### src/rtl/data_ram.sv
// data_ram: byte-addressable single-port data memory, fixed-latency req/rvalid.
// Ports: clk_i, rst_ni, req_i, we_i, a_i, size_i, unsigned_i, wd_i -> ready_o, rvalid_o, rd_o, err_o.
// Optional macro DATA_RAM_ZERO_INIT_EN: clears all words after reset (INIT/RUN FSM).
module data_ram #(
  parameter int XLen      = 32,
  parameter int NPos      = 128,
  parameter int RdLatency = 1,
  parameter int AWidth    = $clog2(NPos*XLen/8)
) (
  input  logic              clk_i,
  input  logic              rst_ni,
  input  logic              req_i,
  input  logic              we_i,
  input  logic [AWidth-1:0] a_i,
  input  logic [1:0]        size_i,
  input  logic              unsigned_i,
  input  logic [XLen-1:0]   wd_i,
  output logic              ready_o,
  output logic              rvalid_o,
  output logic [XLen-1:0]   rd_o,
  output logic              err_o
);

  localparam int IW = $clog2(NPos);

  typedef struct packed {
    logic            v;
    logic            we;
    logic            err;
    logic            uns;
    logic [1:0]      size;
    logic [1:0]      off;
    logic [XLen-1:0] data;
  } stg_t;

  logic [XLen-1:0] mem [NPos];
  stg_t            pipe [RdLatency];
  stg_t            last;

  logic            rdy;
  logic            acc;
  logic            err;
  logic            wr;
  logic [3:0]      be;
  logic [IW-1:0]   idx;
  logic [1:0]      off;
  logic [XLen-1:0] wl;
  logic [XLen-1:0] sh;
  logic [XLen-1:0] ext;

  assign idx = a_i[AWidth-1:2];
  assign off = a_i[1:0];
  assign acc = req_i & rdy;

  always_comb begin
    err = 1'b1;
    be  = 4'b0000;
    unique case (size_i)
      2'b00: begin
        err = 1'b0;
        be  = 4'b0001 << off;
      end
      2'b01: begin
        err = off[0];
        be  = 4'b0011 << off;
      end
      2'b10: begin
        err = |off;
        be  = 4'b1111;
      end
      default: begin
        err = 1'b1;
        be  = 4'b0000;
      end
    endcase
  end

  assign wr = acc & we_i & ~err;
  assign wl = wd_i << {off, 3'b000};

`ifdef DATA_RAM_ZERO_INIT_EN
  typedef enum logic {INIT, RUN} state_t;

  state_t        state;
  logic [IW-1:0] cnt;

  // ready_o rises together with the move to RUN, after the last word is cleared
  always_ff @(posedge clk_i or negedge rst_ni) begin
    if (!rst_ni) begin
      state <= INIT;
      cnt   <= '0;
      rdy   <= 1'b0;
    end else begin
      unique case (state)
        INIT: begin
          cnt <= cnt + 1'b1;
          if (cnt == IW'(NPos-1)) begin
            state <= RUN;
            rdy   <= 1'b1;
          end
        end
        RUN: rdy <= 1'b1;
        default: state <= INIT;
      endcase
    end
  end

  always_ff @(posedge clk_i) begin
    if (state == INIT) begin
      mem[cnt] <= '0;
    end else begin
      for (int b = 0; b < 4; b++) begin
        if (wr && be[b]) mem[idx][8*b +: 8] <= wl[8*b +: 8];
      end
    end
  end
`else
  always_ff @(posedge clk_i or negedge rst_ni) begin
    if (!rst_ni) rdy <= 1'b0;
    else         rdy <= 1'b1;
  end

  always_ff @(posedge clk_i) begin
    for (int b = 0; b < 4; b++) begin
      if (wr && be[b]) mem[idx][8*b +: 8] <= wl[8*b +: 8];
    end
  end
`endif

  // Stage 0 samples the array before this edge's write lands, which is
  // harmless: a single port never loads and stores in the same cycle.
  always_ff @(posedge clk_i or negedge rst_ni) begin
    if (!rst_ni) begin
      for (int i = 0; i < RdLatency; i++) pipe[i] <= '0;
    end else begin
      pipe[0].v    <= acc;
      pipe[0].we   <= we_i;
      pipe[0].err  <= err;
      pipe[0].uns  <= unsigned_i;
      pipe[0].size <= size_i;
      pipe[0].off  <= off;
      pipe[0].data <= mem[idx];
      for (int i = 1; i < RdLatency; i++) pipe[i] <= pipe[i-1];
    end
  end

  assign last = pipe[RdLatency-1];
  assign sh   = last.data >> {last.off, 3'b000};

  always_comb begin
    ext = sh;
    unique case (last.size)
      2'b00: begin
        if (last.uns) ext = {{(XLen-8){1'b0}}, sh[7:0]};
        else          ext = {{(XLen-8){sh[7]}}, sh[7:0]};
      end
      2'b01: begin
        if (last.uns) ext = {{(XLen-16){1'b0}}, sh[15:0]};
        else          ext = {{(XLen-16){sh[15]}}, sh[15:0]};
      end
      default: ext = sh;
    endcase
  end

  assign ready_o  = rdy;
  assign rvalid_o = last.v;
  assign err_o    = last.v & last.err;
  assign rd_o     = (last.v & ~last.we & ~last.err) ? ext : '0;

endmodule

### config.mk
export PLATFORM = sky130hd
export DESIGN_NAME = data_ram
export DESIGN_NICKNAME = d
export VERILOG_FILES = /design/src/rtl/data_ram.sv
export SDC_FILE = /design/constraint.sdc
export NUM_CORES = 2
export LEC_CHECK = 0
export CELL_PAD_IN_SITES_DETAIL_PLACEMENT = 2
export CELL_PAD_IN_SITES_GLOBAL_PLACEMENT = 2
export CORE_MARGIN = 5
export CORE_UTILIZATION = 50
export CTS_BUF_LIST = sky130_fd_sc_hd__clkbuf_8
export DETAILED_ROUTE_END_ITERATION = 16
export PLACE_DENSITY_LB_ADDON = 0.1
export SYNTH_ARGS = -nofsm -noshare
export SYNTH_HDL_FRONTEND = slang
export SYNTH_SLANG_ARGS = --single-unit
export TNS_END_PERCENT = 5
### constraint.sdc
create_clock -name clk_i -period 3.1 [get_ports clk_i]
set_input_delay 0.62 -clock clk_i [delete_from_list [all_inputs] [get_ports clk_i]]
set_output_delay 0.62 -clock clk_i [all_outputs]
set_load 0.05 [all_outputs]
==> results.yml, run 1 <==
status:
  status: "aborted with a tool error"
  stop_stage: "detailed placement"
  error: "[ERROR DPL-0033] detailed placement checks failed during check placement."
floorplan:
  std_cell_rows: 209
  io_pins: 83
  die_height_um: 580
  die_x_um: 580
  start_util_pct: 50.2
synth:
  synthDistinctLibCells: 85
  syn_area_sq_um: 163000
  synth_flop_cell: "edfxtp_1"
  synth_top_area_share_pct: 75.6
  synthArstFlopShare_pct: 0.991
  syn_inst: 9923
  synth_warnings: 0
  synth_edf_count: 4096
  ys_seq_area_share_pct: 76.2
  yosysTopAreaCell: "edfxtp_1"
  syn_avg_cell_area_sq_um: 16.4
  syn_nets: 9971
  netlist_top_cells_area: "edfxtp_1 (76%), a221oi_1 (3.0%), a22oi_1 (2.2%)"
  synth-seq-cells: 4137
place:
  port-buffer-count: 82
  gp_congestion: 0.996
  hpwl_mm: 613
-- per-stage QoR --
stage | hold slack, ns | instance area [sq um] | std cells
2_1_floorplan | 0.324 | 163000 | 9923
3_3_place_gp | 0.493 | 187000 | 15600
-- cell families after synthesis --
kind of cell	Yosys count	synth area share [%]
xor+xnor	1	0.00538
simple gates	1594	4.53
compound gates	2813	12.9
buf+inv	837	2.35
flops	4137	76.2
other cells	1	0.00230
mux	540	4.03
-- Yosys cell counts (16+ instances only) --
cell,n
buf_4,66
mux2_2,187
o21ai_0,254
mux2i_1,265
mux2_1,16
nor4bb_1,22
o211ai_1,41
a22oi_1,468
and2_1,61
clkbuf_1,366
a222oi_1,46
o221ai_1,64
a311oi_1,17
nand3b_1,62
nand2b_1,21
buf_2,263
mux4_2,72
nor3_1,34
a22o_1,106
a211oi_1,79
dfrtp_1,41
a31oi_1,27
nand3_1,20
o32ai_1,32
o2bb2ai_1,75
nor2b_1,103
o22ai_1,162
nand2_1,428
buf_1,118
and3b_1,38
a21bo_2,34
a21oi_1,490
a221oi_1,566
a221o_1,124
nor2_1,722
o22a_1,44
o21a_1,16
edfxtp_1,4096
o31ai_1,16
==> run 2, diff against run 1 <==
==> config.mk (replaced) <==
export PLATFORM = sky130hd
export DESIGN_NAME = data_ram
export DESIGN_NICKNAME = d
export VERILOG_FILES = /design/src/rtl/data_ram.sv
export SDC_FILE = /design/constraint.sdc
export NUM_CORES = 2
export LEC_CHECK = 0
export CORE_MARGIN = 5
export CORE_UTILIZATION = 35
export DETAILED_ROUTE_END_ITERATION = 16
export PLACE_DENSITY_LB_ADDON = 0.15
export SYNTH_ARGS = -nofsm -noshare
export SYNTH_HDL_FRONTEND = slang
export SYNTH_SLANG_ARGS = --single-unit
export TNS_END_PERCENT = 5
==> results.yml, run 2 <==
synth:
  synth_mux_area_share_pct: 4.03
  netlist_top_cells_area: "edfxtp_1 (76%), a221oi_1 (3.0%), a22oi_1 (2.2%)"
  synth_flop_cell: "edfxtp_1"
  synth_edf_count: 4096
  synth-seq-cells: 4137
  yosys.area_share.simple_pct: 4.53
  synth_top_area_share_pct: 75.6
  syn_inst: 9923
  syn_nets: 9971
  synthArstFlopShare_pct: 0.991
  synth_compound_area_share_pct: 12.9
  syn_avg_cell_area_sq_um: 16.4
  yosys.cell_count.top_type: "edfxtp_1"
  synth_common_cells: "edfxtp_1 (4096), nor2_1 (722), a221oi_1 (566)"
  synthDistinctLibCells: 85
  synthAdderAreaFrac_pct: 0
  synth_top_family_by_area: "compound AO/OA/AOI/OAI gates"
  syn_area_sq_um: 163000
  ys_seq_area_share_pct: 76.2
  synth-xor-area-share_pct: 0.00538
  synth_warnings: 0
  yosysTopAreaCell: "edfxtp_1"
pwr:
  combPwrFrac_pct: 8.5
  switching_power_mw: 29.9
  cellLeakagePower_nw: 70.8
  clkPwrFrac_pct: 41.5
  power_frac_seq_pct: 50.0
  total_power_mw: 124
  ir_worst_vdd_v: 0.000521
  p_int_mw: 94.5
  sw_frac_of_total_pct: 24.0
  power.density_nw_per_um2: 602
global_routing:
  grt_pass1_vias: 107000
  grt_use_total_pct: 29.9
  grt_pass1_wl_mm: 978
  overflow: 0
  grt_max_degree: 93
  antenna_found_initial: 88
floorplan:
  die_height_um: 692
  std_cell_rows: 250
  io_pins: 83
  start_util_pct: 35.1
  design.core.area_sq_um: 464000
  die_area_sq_um: 479000
  die_x_um: 692
setup_path:
  path_max_fanout: 8
  r2r_end: "last[11]$_DFF_PN0_"
  worstRegToRegCells: 8
  startpoint_type: "flip-flop"
  slowest_stage: "or3_4"
  critical_path.reg2reg.startpoint: "mem[23][11]$_DFFE_PP_"
  crit_end: "rd_o[9]"
  path_cells: "buf_12 -> mux2i_2 -> mux2_4 -> buf_4 -> or3_4 -> a21oi_1 -> buf_4 -> buf_12"
  startpoint: "last[31]$_DFF_PN0_"
  path_class: "reg2out"
  cp_data_required_time_ns: 2.48
  critical_path.max_stage_delay_ns: 0.43
  rrSetupSlack_ns: 0.17
  worstPathArrival_ns: 2.99
  crit_path_end_kind: "primary output"
sta:
  finClkSkew_ns: 0.0503
  final_max_slew_viol_count: 1
  fin_hold_ws_ns: 0.0591
  setup_tns_ns: -11.83
  worst_pin_slew_ns: 1.49
  finalCritPeriodShare_pct: 117
  period_minus_slack_ns: 3.61
  hold_viol: 0
  setup_viol: 29
  max_freq_mhz: 277
  setup_ws_ns: -0.512
  relSlewSlack_pct: -0.772
  rsz0062_at_grt: "yes"
drt:
  drcViolationCount: 0
  detail-route-antenna-nets: 0
  totalWireLength_mm: 739
  dr.pass1.iters: 6
  vias_per_cell: 6.12
  wire_per_inst_um: 40.0
  dr.first_iter.drc_count: 16400
  vias: 113000
clock_tree:
  htreeDepth: 5
  cts_inserted_buffers: 445
  cts_buffer_depth: 4
  cts_tree: "built"
  clk_latency_ns: 1.04
  path_clk_slew_ns: 0.06
  cts.root.buffer_cell: "clkbuf_16"
  clkSinkCount: 4137
place:
  gp_congestion: 0.962
  port-buffer-count: 82
  dp_slack_ns: -1.03
  place_area_sq_um: 192000
  hpwl_mm: 523
  dp.cells: 17600
finish:
  finalNonFillerCells: 18500
  fin_util_pct: 44.6
  nNetsFinal: 11900
  syn2layout_area_growth_pct: 26.9
  final_cell_mix: "edfxtp_1 (4096), buf_4 (1723), nor2_1 (688)"
  largest_register: "mem"
  largest_register_ffs: 4096
  final_area_sq_um: 207000
  final_common_cell: "edfxtp_1"
  fillers: 41000
  layout-drive-gt1-share_pct: 27.5
hold_path:
  hp-class: "in2reg"
status:
  violations: "capacitance limit, slew limit, setup timing"
  status: "finished with violations"
flow_run:
  drv_cap: 1
## run 2: worst min path at each step
stage,cells after the start,startpoint,slack (ns),to
floorplan,0,rst_ni,0.32,last[0]$_DFF_PN0_
global placement,1,ready_o$_DFF_PN0_,0.50,rvalid_o$_DFF_PN0_
detailed placement,1,ready_o$_DFF_PN0_,0.52,rvalid_o$_DFF_PN0_
CTS,1,unsigned_i,0.005,last[36]$_DFF_PN0_
global route,1,unsigned_i,0.04,last[36]$_DFF_PN0_
finish,1,unsigned_i,0.06,last[36]$_DFF_PN0_
## run 2: kinds of logic after synthesis
| logic type | Yosys count |
|---|---|
| buffers and inverters | 837 |
| xor gates and xnor gates | 1 |
| DFF | 4137 |
| other | 1 |
| AOI/OAI and AO/OA | 2813 |
| muxes | 540 |
| and+or+nand+nor | 1594 |
## run 2: power by group through the flow
stage                     clock network [mW]  logic (mW)  registers [mW]
after floorplan                            0        3.81            63.2
after global placement                     0        10.1            63.3
after detailed placement                   0        10.2            63.3
after CTS                               52.2        10.3            62.2
after global routing                    54.5        10.6            62.1
final                                   51.6        10.5            62.2
## run 2: critical path: cells and delay by family, from the launching register on
family | cells | cell delay [ns]
AND/OR/NAND/NOR | 1 | 0.43
AO/OA/AOI/OAI | 1 | 0.16
buffers and inverters | 4 | 0.58
multiplexers | 2 | 0.38
flip-flops | 1 | 0.40
## run 2: layout make-up
class	count	area, sq um	area share, %
Antenna cell	51	128	0.0618
Clock buffer	553	11700	5.65
Clock inverter	254	2230	1.08
Inverter	10	60.1	0.0291
Multi-Input combinational cell	4949	35700	17.3
Sequential cell	4137	124000	60.1
Tap cell	6174	7720	3.74
Timing Repair Buffer	2351	25000	12.1
## run 2: routing by layer
layer	share of wire, %	wire length [um]	vias to the layer above	track usage, %
met1	39	289000	59800	40.0
met4	5.4	40200	46	14.1
met3	11	78100	1364	7.44
met5	0.040	299	-	0
li1	-	-	44600	-
met2	45	331000	7262	45.6
## run 2: what timing repair did
action,4_1_cts,5_1_grt
setup buffers,2,0
cloned,1,0
setup endpoints to repair,32,32
hold endpoints to repair,44,0
resized for setup,83,10
pin swaps,15,3
hold buffers,3,0
Note: power is estimated with default switching activity, not from simulation.
